### src/rtl/bitnet_requant_if.sv
// rtl/bitnet_requant_if.sv - config, accumulator-in and int8-out signal bundle for bitnet_requant
interface bitnet_requant_if #(
  parameter int CW = 4
);
  logic          cfg_we;
  logic [CW-1:0] cfg_addr;
  logic [15:0]   cfg_scale;
  logic [4:0]    cfg_shift;
  logic          cfg_relu;

  logic          in_valid;
  logic          in_ready;
  logic [15:0]   in_acc;
  logic          in_last;

  logic          out_valid;
  logic          out_ready;
  logic [7:0]    out_data;
  logic          out_last;
  logic [CW-1:0] out_ch;

  modport master (
    output cfg_we, cfg_addr, cfg_scale, cfg_shift, cfg_relu,
    output in_valid, in_acc, in_last, out_ready,
    input  in_ready, out_valid, out_data, out_last, out_ch
  );

  modport slave (
    input  cfg_we, cfg_addr, cfg_scale, cfg_shift, cfg_relu,
    input  in_valid, in_acc, in_last, out_ready,
    output in_ready, out_valid, out_data, out_last, out_ch
  );
endinterface

### src/rtl/bitnet_requant.sv
// rtl/bitnet_requant.sv - 3-stage per-channel requantizer: scale, round-half-up shift, relu, int8 clamp
module bitnet_requant #(
  parameter int NUM_CH = 16,
  parameter int CW     = $clog2(NUM_CH)
) (
  input  logic              clk,
  input  logic              reset,
  bitnet_requant_if.slave   bus
);
  logic [15:0] scale_tab [NUM_CH];
  logic [4:0]  shift_tab [NUM_CH];
  logic        relu_tab  [NUM_CH];

  logic [CW-1:0] ch;
  logic          en;
  logic          accept;

  logic                 s1_valid, s1_relu, s1_last;
  logic signed [32:0]   s1_p;
  logic [4:0]           s1_shift;
  logic [CW-1:0]        s1_ch;

  logic                 s2_valid, s2_relu, s2_last;
  logic signed [33:0]   s2_r;
  logic [CW-1:0]        s2_ch;

  logic                 out_valid_q, out_last_q;
  logic [7:0]           out_data_q;
  logic [CW-1:0]        out_ch_q;

  logic signed [32:0]   acc_ext, scl_ext, prod;
  logic signed [33:0]   p_ext, rnd, r_next, r_relu;
  logic [7:0]           q_next;

  // One enable for the whole pipe: bubbles advance too, so latency is fixed in en-cycles.
  assign en     = !out_valid_q || bus.out_ready;
  assign accept = bus.in_valid && en;

  assign bus.in_ready  = en;
  assign bus.out_valid = out_valid_q;
  assign bus.out_data  = out_data_q;
  assign bus.out_last  = out_last_q;
  assign bus.out_ch    = out_ch_q;

  assign acc_ext = {{17{bus.in_acc[15]}}, bus.in_acc};
  assign scl_ext = {17'd0, scale_tab[ch]};
  assign prod    = acc_ext * scl_ext;

  always_comb begin
    p_ext  = {s1_p[32], s1_p};
    rnd    = (s1_shift == 5'd0) ? 34'sd0 : (34'sd1 <<< (s1_shift - 5'd1));
    r_next = (p_ext + rnd) >>> s1_shift;
  end

  always_comb begin
    r_relu = (s2_relu && (s2_r < 34'sd0)) ? 34'sd0 : s2_r;
    if (r_relu > 34'sd127) begin
      q_next = 8'h7f;
    end else if (r_relu < -34'sd128) begin
      q_next = 8'h80;
    end else begin
      q_next = r_relu[7:0];
    end
  end

  // Table writes land at the edge, so a same-cycle acceptance still reads the old entry.
  always_ff @(posedge clk) begin
    if (reset) begin
      for (int i = 0; i < NUM_CH; i++) begin
        scale_tab[i] <= 16'd1;
        shift_tab[i] <= 5'd0;
        relu_tab[i]  <= 1'b0;
      end
    end else if (bus.cfg_we) begin
      scale_tab[bus.cfg_addr] <= bus.cfg_scale;
      shift_tab[bus.cfg_addr] <= bus.cfg_shift;
      relu_tab[bus.cfg_addr]  <= bus.cfg_relu;
    end
  end

  always_ff @(posedge clk) begin
    if (reset) begin
      ch <= '0;
    end else if (accept) begin
      ch <= bus.in_last ? '0 : ch + CW'(1);
    end
  end

  always_ff @(posedge clk) begin
    if (reset) begin
      s1_valid    <= 1'b0;
      s1_p        <= '0;
      s1_shift    <= '0;
      s1_relu     <= 1'b0;
      s1_last     <= 1'b0;
      s1_ch       <= '0;
      s2_valid    <= 1'b0;
      s2_r        <= '0;
      s2_relu     <= 1'b0;
      s2_last     <= 1'b0;
      s2_ch       <= '0;
      out_valid_q <= 1'b0;
      out_data_q  <= '0;
      out_last_q  <= 1'b0;
      out_ch_q    <= '0;
    end else if (en) begin
      s1_valid    <= accept;
      s1_p        <= prod;
      s1_shift    <= shift_tab[ch];
      s1_relu     <= relu_tab[ch];
      s1_last     <= bus.in_last;
      s1_ch       <= ch;
      s2_valid    <= s1_valid;
      s2_r        <= r_next;
      s2_relu     <= s1_relu;
      s2_last     <= s1_last;
      s2_ch       <= s1_ch;
      out_valid_q <= s2_valid;
      out_data_q  <= q_next;
      out_last_q  <= s2_last;
      out_ch_q    <= s2_ch;
    end
  end
endmodule

### src/flat_wrapper.sv
// flat-port wrapper written by rule: the top's interface ports become plain ports
module bitnet_requant_flat 
#(
  parameter int NUM_CH = 16,
  parameter int CW     = $clog2(NUM_CH)
)
  (clk, reset, bus_cfg_we, bus_cfg_addr, bus_cfg_scale, bus_cfg_shift, bus_cfg_relu, bus_in_valid, bus_in_acc, bus_in_last, bus_out_ready, bus_in_ready, bus_out_valid, bus_out_data, bus_out_last, bus_out_ch);
  bitnet_requant_if #(.CW(CW)) bus_i ();
  input  logic clk;
  input  logic reset;
  input wire logic [$bits(bus_i.cfg_we)-1:0] bus_cfg_we;
  input wire logic [$bits(bus_i.cfg_addr)-1:0] bus_cfg_addr;
  input wire logic [$bits(bus_i.cfg_scale)-1:0] bus_cfg_scale;
  input wire logic [$bits(bus_i.cfg_shift)-1:0] bus_cfg_shift;
  input wire logic [$bits(bus_i.cfg_relu)-1:0] bus_cfg_relu;
  input wire logic [$bits(bus_i.in_valid)-1:0] bus_in_valid;
  input wire logic [$bits(bus_i.in_acc)-1:0] bus_in_acc;
  input wire logic [$bits(bus_i.in_last)-1:0] bus_in_last;
  input wire logic [$bits(bus_i.out_ready)-1:0] bus_out_ready;
  output wire logic [$bits(bus_i.in_ready)-1:0] bus_in_ready;
  output wire logic [$bits(bus_i.out_valid)-1:0] bus_out_valid;
  output wire logic [$bits(bus_i.out_data)-1:0] bus_out_data;
  output wire logic [$bits(bus_i.out_last)-1:0] bus_out_last;
  output wire logic [$bits(bus_i.out_ch)-1:0] bus_out_ch;
  assign bus_i.cfg_we = bus_cfg_we;
  assign bus_i.cfg_addr = bus_cfg_addr;
  assign bus_i.cfg_scale = bus_cfg_scale;
  assign bus_i.cfg_shift = bus_cfg_shift;
  assign bus_i.cfg_relu = bus_cfg_relu;
  assign bus_i.in_valid = bus_in_valid;
  assign bus_i.in_acc = bus_in_acc;
  assign bus_i.in_last = bus_in_last;
  assign bus_i.out_ready = bus_out_ready;
  assign bus_in_ready = bus_i.in_ready;
  assign bus_out_valid = bus_i.out_valid;
  assign bus_out_data = bus_i.out_data;
  assign bus_out_last = bus_i.out_last;
  assign bus_out_ch = bus_i.out_ch;
  bitnet_requant #(.NUM_CH(NUM_CH), .CW(CW)) u_core (.clk(clk), .reset(reset), .bus(bus_i));
endmodule
### config.mk
export PLATFORM = sky130hd
export DESIGN_NAME = bitnet_requant_flat
export DESIGN_NICKNAME = d
export VERILOG_FILES = /design/src/rtl/bitnet_requant_if.sv /design/src/rtl/bitnet_requant.sv /design/src/flat_wrapper.sv
export SDC_FILE = /design/constraint.sdc
export NUM_CORES = 1
export LEC_CHECK = 0
export CORE_MARGIN = 2
export CORE_UTILIZATION = 30
export CTS_BUF_LIST = sky130_fd_sc_hd__clkbuf_4
export DETAILED_ROUTE_END_ITERATION = 16
export PLACE_DENSITY = 0.48
export SLEW_MARGIN = 20
export SYNTH_ARGS = -nofsm -noshare
export SYNTH_HDL_FRONTEND = slang
export SYNTH_SLANG_ARGS = --single-unit
### constraint.sdc
create_clock -name clk -period 17.2 [get_ports clk]
set_input_delay 2.58 -clock clk [delete_from_list [all_inputs] [get_ports clk]]
set_output_delay 2.58 -clock clk [all_outputs]
set_load 0.05 [all_outputs]
==> results.yml, run 1 <==
outcome:
  status: "complete, no violations"
cts:
  cts_max_level: 4
  cts_resized: 0
  ctsHoldBuffers: 0
  clock_latency_ps: 970
  clock_path_buffers: 3
  cts_setup_buffers: 0
  cts_made_buffers: 133
  cts_tree: "yes"
  cts_sinks: 460
  cts_root_buf: "clkbuf_4"
  clk_pin_slew_ps: 70
timing:
  slew-limit-headroom_pct: 24.4
  drv_slew: 0
  tns_ps: 0
  rsz0062_at_grt: "false"
  timing.final.crit_share_pct: 53.8
  fin_worst_skew_ps: 44.0
  max_freq_mhz: 108
  hold_violations: 0
  worst_slack_ps: 7950
  finalCriticalPeriod_ps: 9250
  finalSetupViolations: 0
  tightest_slew_ps: 1130
global_routing:
  track_usage_pct: 18.1
  grt.overflow.total: 0
  first_global_vias: 25000
  grt_max_degree: 66
  grt_pass1_wl_um: 155000
  antenna_found_initial: 10
finish:
  postLayoutCellArea_um2: 37000
  drive_above_1_share_pct: 14.5
  area_delta_synth_final_pct: 11.8
  layout.nets: 3525
  fillers: 11100
die:
  die_area_um2: 113000
  die_w_um: 336
  start_util_pct: 30.3
  core_um2: 109000
  ios: 63
  die_y_um: 336
  rows: 121
placement:
  placed_cell_area_um2: 35200
  port_buffers: 62
  dp_hpwl_um: 68200
  gp_congestion: 0.850
  dp_slack_ps: 7580
power_and_ir_drop:
  internal_power_mw: 3.49
  combPwrFrac_pct: 60.2
  pwr-share-clk_pct: 17.4
  pwr-share-seq_pct: 22.4
  power.total_mw: 6.11
  p_sw_mw: 2.63
  p_leak_nw: 14.6
  vdd_ir_drop_max_uv: 222
  p_per_area_nw_per_um2: 165
  sw_frac_of_total_pct: 43.0
drt:
  wl_per_cell_um: 21.3
  num_vias: 23600
  drc: 0
  drtIter0Drc: 1614
  drt-total-wl_um: 100000
  viasPerCell: 5.03
  final_antenna_net_count: 0
  dr.pass1.iters: 5
worst_setup_path:
  rr_endpoint: "u_core.s1_p[32]"
  crit_chain: "buf_4 > mux4_2 > mux4_2 > nand2b_1 > fa_1 > fa_1 > inv_1 > fa_1 > fa_1 > fa_1 > inv_1 > fa_1 > inv_1 > ha_1 > and3_1 > nand3_1 > nor4_1 > nor2_1 > a21boi_0 > o221ai_1 > a21oi_1 > a21oi_1 > a311oi_1"
  endpoint: "u_core.s1_p[32]"
  critPathCaptureType: "register"
  r2r_slack_ps: 7950
  critPathMaxStageDelay_ps: 830
  worstPathMaxFanout: 45
  cp_num_cells: 23
  cp.arrival_ps: 10090
  critPathSlowestCell: "buf_4"
  path_delay_family: "adder cells"
  crit_buf_inv: 4
  reg2reg_depth: 23
  critPathKind: "reg -> reg"
  cpMostUsedCell: "fa_1"
  critPathLaunchType: "register"
  worstPathRequired_ps: 18050
yosys:
  yosys_warnings: 0
  synthFlopType: "edfxtp_1"
  syn_inst: 3082
  avgSynthCellArea_um2: 10.7
  syn_nets: 3482
  yosysUniqueCellTypes: 90
  synth-edff-count: 352
  synth_seq_cells: 460
  synthArstFlopShare_pct: 0
  seq_area_frac_synth_pct: 38.5
  synth_area_um2: 33100
job:
  cap_viol_max_count: 0
worst_hold_path:
  hp-class: "reg -> reg"
-- through the flow --
step | instances | hold slack (ps) | util (%)
2_1_floorplan | 3082 | 431 | -
3_3_place_gp | 4466 | 440 | 32.3
3_5_place_dp | 4466 | 446 | 32.3
4_1_cts | 4698 | 438 | 33.9
5_1_grt | 4701 | 470 | 33.9
6_report | 4702 | 431 | 33.9
-- cells in the mapped netlist, drive strengths merged, types with 30 or more instances --
master	number	area (um^2)
mux4	133	3000
nand3	40	213
a21o	34	255
clkbuf	167	627
a21oi	150	762
nand2	318	1200
inv	267	1000
ha	157	1960
o21ai	88	440
nor3	45	225
fa	195	3900
nor2	127	477
xnor2	30	263
dfxtp	108	2160
buf	31	156
edfxtp	352	10600
and2	462	2890
-- tightest hold or removal path, stage by stage, from the launching register on --
cell	delay (ps)
dfxtp_1	310
nand2_1	50
a21oi_1	50
-- cell families (layout without fill, tap and decap cells) --
kind of cell    after synthesis  count (layout)  synth area share, %
xor+xnor                     49              49                 1.30
buf+inv                     466             606                 5.41
flops                       460             460                 38.5
fa+ha+maj                   352             352                 17.7
simple gates               1131            1131                 17.9
other cells                   0               4                    0
compound gates              457             457                 9.00
mux                         167             167                 10.1
-- how the worst min path moves through the flow --
stage | to | startpoint | depth (start not counted)
floorplan | u_core.bus.out_data[1] | u_core.s2_r[1] | 2
global placement | u_core.s1_last | u_core.s1_last | 2
detailed placement | u_core.bus.out_last | u_core.s2_last | 2
CTS | u_core.s2_valid | u_core.s1_valid | 2
global route | u_core.s2_valid | u_core.s1_valid | 2
finish | u_core.s2_valid | u_core.s1_valid | 2
-- power by group through the flow --
| stage | logic, mW | clock network [mW] | registers [mW] |
|---|---|---|---|
| floorplan | 2.89 | 0 | 1.37 |
| global placement | 3.72 | 0 | 1.39 |
| detailed placement | 3.70 | 0 | 1.39 |
| CTS | 3.75 | 1.10 | 1.37 |
| global route | 4.29 | 1.16 | 1.38 |
| finish | 3.68 | 1.06 | 1.37 |
-- sequential cells by signal, summed over array words and instances, names as in the netlist, 4 cells and up, named ones only --
register / count
u_core.bus.out_data: 8
u_core.bus.out_ch: 4
u_core.s1_p: 33
u_core.shift_tab: 80
u_core.relu_tab: 16
u_core.s1_ch: 4
u_core.ch: 4
u_core.s1_shift: 5
u_core.s2_ch: 4
u_core.s2_r: 34
u_core.scale_tab: 256
-- cell usage in the layout (no fill, tap or decap), types with 115 or more instances in the layout --
master,synthesis,layout
nand2_1,317,317
ha_1,157,157
a21oi_1,147,147
and2_1,462,462
clkbuf_4,0,196
nor2_1,127,115
edfxtp_1,352,352
fa_1,195,195
inv_1,266,263
mux4_2,133,133
-- layer usage --
| metal | wire length (um) | track usage (%) |
|---|---|---|
| met1 | 44500 | 24.1 |
| met2 | 48600 | 30.4 |
| met3 | 4800 | 3.13 |
| met4 | 2010 | 4.72 |
| met5 | 53 | 0 |
-- area by class of cell --
type | count | area [um^2] | share of cell area, %
multi-input combinational | 2156 | 18700 | 50.6
inverter | 268 | 1010 | 2.72
clock buffer | 196 | 1470 | 3.98
timing repair buffer | 106 | 948 | 2.56
sequential | 460 | 12700 | 34.4
tap | 1476 | 1850 | 4.99
antenna | 4 | 10.0 | 0.0271
clock inverter | 36 | 264 | 0.714
Power figures use the tool's default switching activity.
==> run 2, diff against run 1 <==
PLACE_DENSITY = 0.5   (was 0.48)
clock period = 7.65 ns   (was 17.2 ns; I/O delays follow)
==> run 2 against run 1 <==
- sequential power up 120%
- sequential cell count unchanged
- hold slack better by 7.7 ps
- final cell count up 1.9%
- clock power grew 120%
- sequential share of layout area fell by 1.1 points
- die area unchanged
- wire length is 5.0% higher
- core utilization grew 1.1 points
- critical path depth is 2 higher
- critical path type unchanged
- largest cell class unchanged
- highest routed layer unchanged
==> results.yml, run 2 (synthesis results as in run 1) <==
outcome:
  status: "complete, no violations"
global_routing:
  first_global_vias: 25300
  track_usage_pct: 18.8
  grt.overflow.total: 0
  antenna_found_initial: 9
  grt_max_degree: 65
  grt_pass1_wl_um: 159000
timing:
  tightest_slew_ps: 1020
  worst_slack_ps: 269
  finalSetupViolations: 0
  slew-limit-headroom_pct: 31.6
  drv_slew: 0
  fin_worst_skew_ps: 75.5
  hold_violations: 0
  max_freq_mhz: 135
  fin_hold_ws_ps: 439
  finalCriticalPeriod_ps: 7380
  timing.final.crit_share_pct: 96.5
cts:
  cts_sinks: 460
  cts_root_buf: "clkbuf_4"
  cts_tree: "yes"
  clk_pin_slew_ps: 60
  cts_made_buffers: 132
  clock_path_buffers: 3
  cts_max_level: 4
  clock_latency_ps: 1020
worst_setup_path:
  worstPathRequired_ps: 8470
  worstPathMaxFanout: 8
  critPathCaptureType: "register"
  critPathLaunchType: "register"
  critPathKind: "reg -> reg"
  cp.arrival_ps: 8200
placement:
  gp_congestion: 0.855
  port_buffers: 62
  dp_slack_ps: -95.2
  place_inst: 4540
  dp_hpwl_um: 70300
  placed_cell_area_um2: 36000
drt:
  drc: 0
  wl_per_cell_um: 21.9
  dr_wl_met3_um: 5500
  drt-total-wl_um: 105000
  wirelength_met1_um: 45900
  final_antenna_net_count: 0
  viasPerCell: 5.06
  num_vias: 24200
  dr.pass1.iters: 6
  top_layer: "met5"
  wl_met2_um: 51800
  drtIter0Drc: 1975
finish:
  regMostFlops: "u_core.scale_tab"
  final_cells: 4789
  final_cell_mix: "456 x and2_1, 352 x edfxtp_1, 316 x nand2_1, 263 x inv_1, 195 x fa_1"
  final_common_cell: "and2_1"
  largest_registers: "u_core.scale_tab: 256 flops, u_core.shift_tab: 80 flops, u_core.s2_r: 34 flops"
  ff_latch_area_um2: 12700
  postLayoutCellArea_um2: 38200
  fillers: 11100
  multi_input_area_um2: 18900
  largest_reg_flops: 256
  drive_above_1_share_pct: 17.7
  layout.nets: 3619
  area_delta_synth_final_pct: 15.5
worst_hold_path:
  hp-class: "reg -> reg"
die:
  ios: 63
  rows: 121
  core_um2: 109000
  start_util_pct: 30.3
  die_area_um2: 113000
  die_y_um: 336
  die_w_um: 336
power_and_ir_drop:
  p_per_area_nw_per_um2: 396
  p_leak_nw: 15.2
  vdd_ir_drop_max_uv: 809
job:
  cap_viol_max_count: 0
[run 2: cell types whose count changed in the layout (fill, tap and decap cells not counted), moves of 5 or more]
cell | previous run | this run
a21oi_1 | 147 | 138
buf_4 | 45 | 110
clkbuf_4 | 196 | 190
and2_4 | 0 | 6
nor2_4 | 3 | 8
and2_1 | 462 | 456
clkbuf_16 | 0 | 5
buf_6 | 0 | 8
buf_12 | 0 | 17
a21oi_2 | 3 | 9
[run 2: layout make-up]
cell class	instances	area share, %
clock buffer	190	3.73
sequential	460	33.4
inverter	268	2.64
tap	1476	4.83
timing repair buffer	201	5.21
clock inverter	32	0.619
antenna	6	0.0393
multi-input combinational	2156	49.6
[run 2: layer usage]
layer  vias to the layer above  global-route usage [%]
li1                      11100                       -
met1                     12300                    24.7
met2                       674                    31.9
met3                       141                    3.60
met4                         8                    4.75
met5                         -                       0
[run 2: metrics by stage]
stage / utilization, % / TNS, ps / total power [mW]
after floorplan: - / 0 / 9.59
after global placement: 32.9 / 0 / 12.3
after detailed placement: 32.9 / -154 / 12.3
after CTS: 34.5 / 0 / 14.7
after global routing: 35.0 / -62.9 / 16.8
final: 35.0 / 0 / 15.1
[run 2: timing repair]
action	4_1_cts	5_1_grt
resized for setup	2	54
setup endpoints to repair	4	10
buffers inserted	5	10
gates cloned	0	6
hold buffers	0	0
pin swaps	0	20
[run 2: final timing paths]
kind                                       from         endpoint  slack (ps)  cells past startpoint
worst min register to register  u_core.s1_ch[2]  u_core.s2_ch[2]         440                      2
worst max register to register         register  u_core.s1_p[29]         270                     25
worst min-delay path            u_core.s1_ch[2]  u_core.s2_ch[2]         440                      2
worst max-delay path                   register  u_core.s1_p[29]         270                     25
[run 2: where the power goes]
group | total (mW) | switching [mW] | internal [mW] | leakage (nW)
registers | 3.07 | 0.114 | 2.95 | 4.26
clock network | 2.35 | 1.13 | 1.22 | 0.979
logic | 9.72 | 5.28 | 4.44 | 9.98
total | 15.1 | 6.52 | 8.61 | 15.2
[run 2: worst max-delay path, cell delays in order (launching register included)]
cell and delay (ps):
dfxtp_4 390, buf_12 140, clkbuf_16 150, mux4_2 520, mux4_2 640, and2_1 240
fa_1 500, inv_1 50, fa_1 420, fa_1 560, inv_1 50, fa_1 470
fa_1 550, inv_1 50, fa_1 530, inv_1 40, ha_1 330, and4_1 200
a211o_1 320, buf_4 170, a21oi_4 140, a21oi_4 90, a41oi_2 170, nor2b_2 180
xor2_1 190, o21ai_1 70
==> run 3, diff against run 2 <==
REMOVE_ABC_BUFFERS = 1   (was not set)
TNS_END_PERCENT = 1   (was not set)
==> run 3 against run 2 <==
- clock-buffer cell count up 16
- non-clock buffer count increased by 11
- clock power increased by 3%
==> results.yml, run 3 (synthesis results as in run 1) <==
outcome:
  status: "complete, no violations"
global_routing:
  first_global_vias: 24900
  grt_pass1_wl_um: 152000
  antenna_found_initial: 11
  track_usage_pct: 17.8
  grt.overflow.total: 0
  grt_max_degree: 70
finish:
  final_util_pct: 35.1
  multi_input_area_um2: 18900
  ff_latch_area_um2: 12700
  fillers: 11100
  largest_registers: "u_core.scale_tab: 256 flops, u_core.shift_tab: 80 flops, u_core.s2_r: 34 flops"
  regMostFlops: "u_core.scale_tab"
  area_delta_synth_final_pct: 15.9
  largest_reg_flops: 256
  layout.nets: 3632
  final_cell_mix: "458 x and2_1, 352 x edfxtp_1, 316 x nand2_1, 263 x inv_1, 206 x clkbuf_4"
  drive_above_1_share_pct: 18.5
  final_common_cell: "and2_1"
job:
  cap_viol_max_count: 0
timing:
  max_freq_mhz: 135
  rsz0062_at_grt: "true"
  finalCriticalPeriod_ps: 7400
  fin_worst_skew_ps: 64.4
  finalSetupViolations: 0
  drv_slew: 0
  tightest_slew_ps: 922
  fin_hold_ws_ps: 437
  slew-limit-headroom_pct: 37.8
  timing.final.crit_share_pct: 96.7
  hold_violations: 0
  worst_slack_ps: 250
worst_setup_path:
  critPathLaunchType: "register"
  critPathSlowestCell: "mux4_2"
  critPathCaptureType: "register"
  critPathMaxStageDelay_ps: 650
  reg2reg_depth: 25
  critPathKind: "reg -> reg"
  cpMostUsedCell: "fa_1"
  rr_endpoint: "u_core.s1_p[29]"
  worstPathMaxFanout: 8
  r2r_slack_ps: 250
  worstPathRequired_ps: 8450
  cp.arrival_ps: 8200
drt:
  final_antenna_net_count: 0
  num_vias: 24400
  dr.pass1.iters: 6
  drc: 0
  drtIter0Drc: 2031
  viasPerCell: 5.07
  wl_per_cell_um: 20.9
  drt-total-wl_um: 101000
cts:
  cts_made_buffers: 132
  cts_root_buf: "clkbuf_4"
  cts_tree: "yes"
  clk_pin_slew_ps: 60
  cts_max_level: 4
  cts_sinks: 460
  clock_latency_ps: 970
  clock_path_buffers: 3
die:
  ios: 63
  die_w_um: 336
  core_um2: 109000
  rows: 121
  die_y_um: 336
  start_util_pct: 30.3
  die_area_um2: 113000
worst_hold_path:
  hp-class: "reg -> reg"
  worstHoldPathCells: 2
  whs_endpoint: "u_core.s2_last"
  min_from: "u_core.s1_last"
power_and_ir_drop:
  vdd_ir_drop_max_uv: 823
  p_per_area_nw_per_um2: 394
  p_leak_nw: 15.3
placement:
  dp_slack_ps: -115
  port_buffers: 62
  gp_congestion: 0.853
  dp_hpwl_um: 68600
==> run 3: per-stage QoR <==
step                      power [mW]  instance area (um^2)  std cells  TNS [ps]
after floorplan                 9.53                 32300       2884    -31480
after global placement          12.1                 35900       4542     -71.9
after detailed placement        12.0                 35900       4542      -330
after CTS                       14.6                 37700       4776     -5.47
after global routing            16.8                 38300       4812     -29.4
final                           15.1                 38300       4817         0
==> run 3: critical path: cells and delay by family, from the launching register on <==
family | cells | cell delay [ps]
compound gates | 5 | 850
xor+xnor | 1 | 150
fa+ha+maj | 7 | 3390
buf+inv | 7 | 640
flops | 1 | 380
mux | 2 | 1180
simple gates | 3 | 620
==> run 3: power by group <==
group | switching [mW] | internal, mW | total [mW]
Sequential | 0.118 | 2.95 | 3.07
Clock | 1.13 | 1.28 | 2.41
Combinational | 5.16 | 4.46 | 9.62
Total | 6.41 | 8.70 | 15.1
==> run 3: how the worst max path moves through the flow <==
| stage | startpoint | endpoint | depth (start not counted) | slack (ps) |
|---|---|---|---|---|
| floorplan | register | u_core.s1_p[23] | 22 | -1960 |
| global placement | register | u_core.s1_p[32] | 24 | -50 |
| detailed placement | register | u_core.s1_p[32] | 23 | -110 |
| CTS | register | u_core.s1_p[28] | 25 | -5 |
| global route | register | u_core.s1_p[29] | 28 | -20 |
| finish | register | u_core.s1_p[29] | 25 | 250 |
==> run 3: metal layers <==
| layer | wire length, um | up-vias | track usage (%) |
|---|---|---|---|
| li1 | - | 11200 | - |
| met1 | 44300 | 12400 | 23.6 |
| met2 | 48500 | 730 | 30.0 |
| met3 | 6060 | 127 | 3.25 |
| met4 | 1540 | 10 | 4.41 |
| met5 | 67 | - | 0 |
==> run 3: timing repair <==
| action | in CTS | in global routing |
|---|---|---|
| hold buffers | 0 | 0 |
| gates resized for setup | 3 | 54 |
| pin swaps | 0 | 29 |
| endpoints found under the setup margin | 5 | 13 |
| buffers inserted | 0 | 25 |
| cloned | 0 | 7 |
==> run 3: area by class of cell <==
type	count	share of cell area, %
clock inverters	28	0.568
repair buffers	212	5.41
diodes	9	0.0588
clock buffers	206	4.03
multi-input cells	2158	49.2
inverters	268	2.63
well taps	1476	4.82
flip-flops and latches	460	33.2
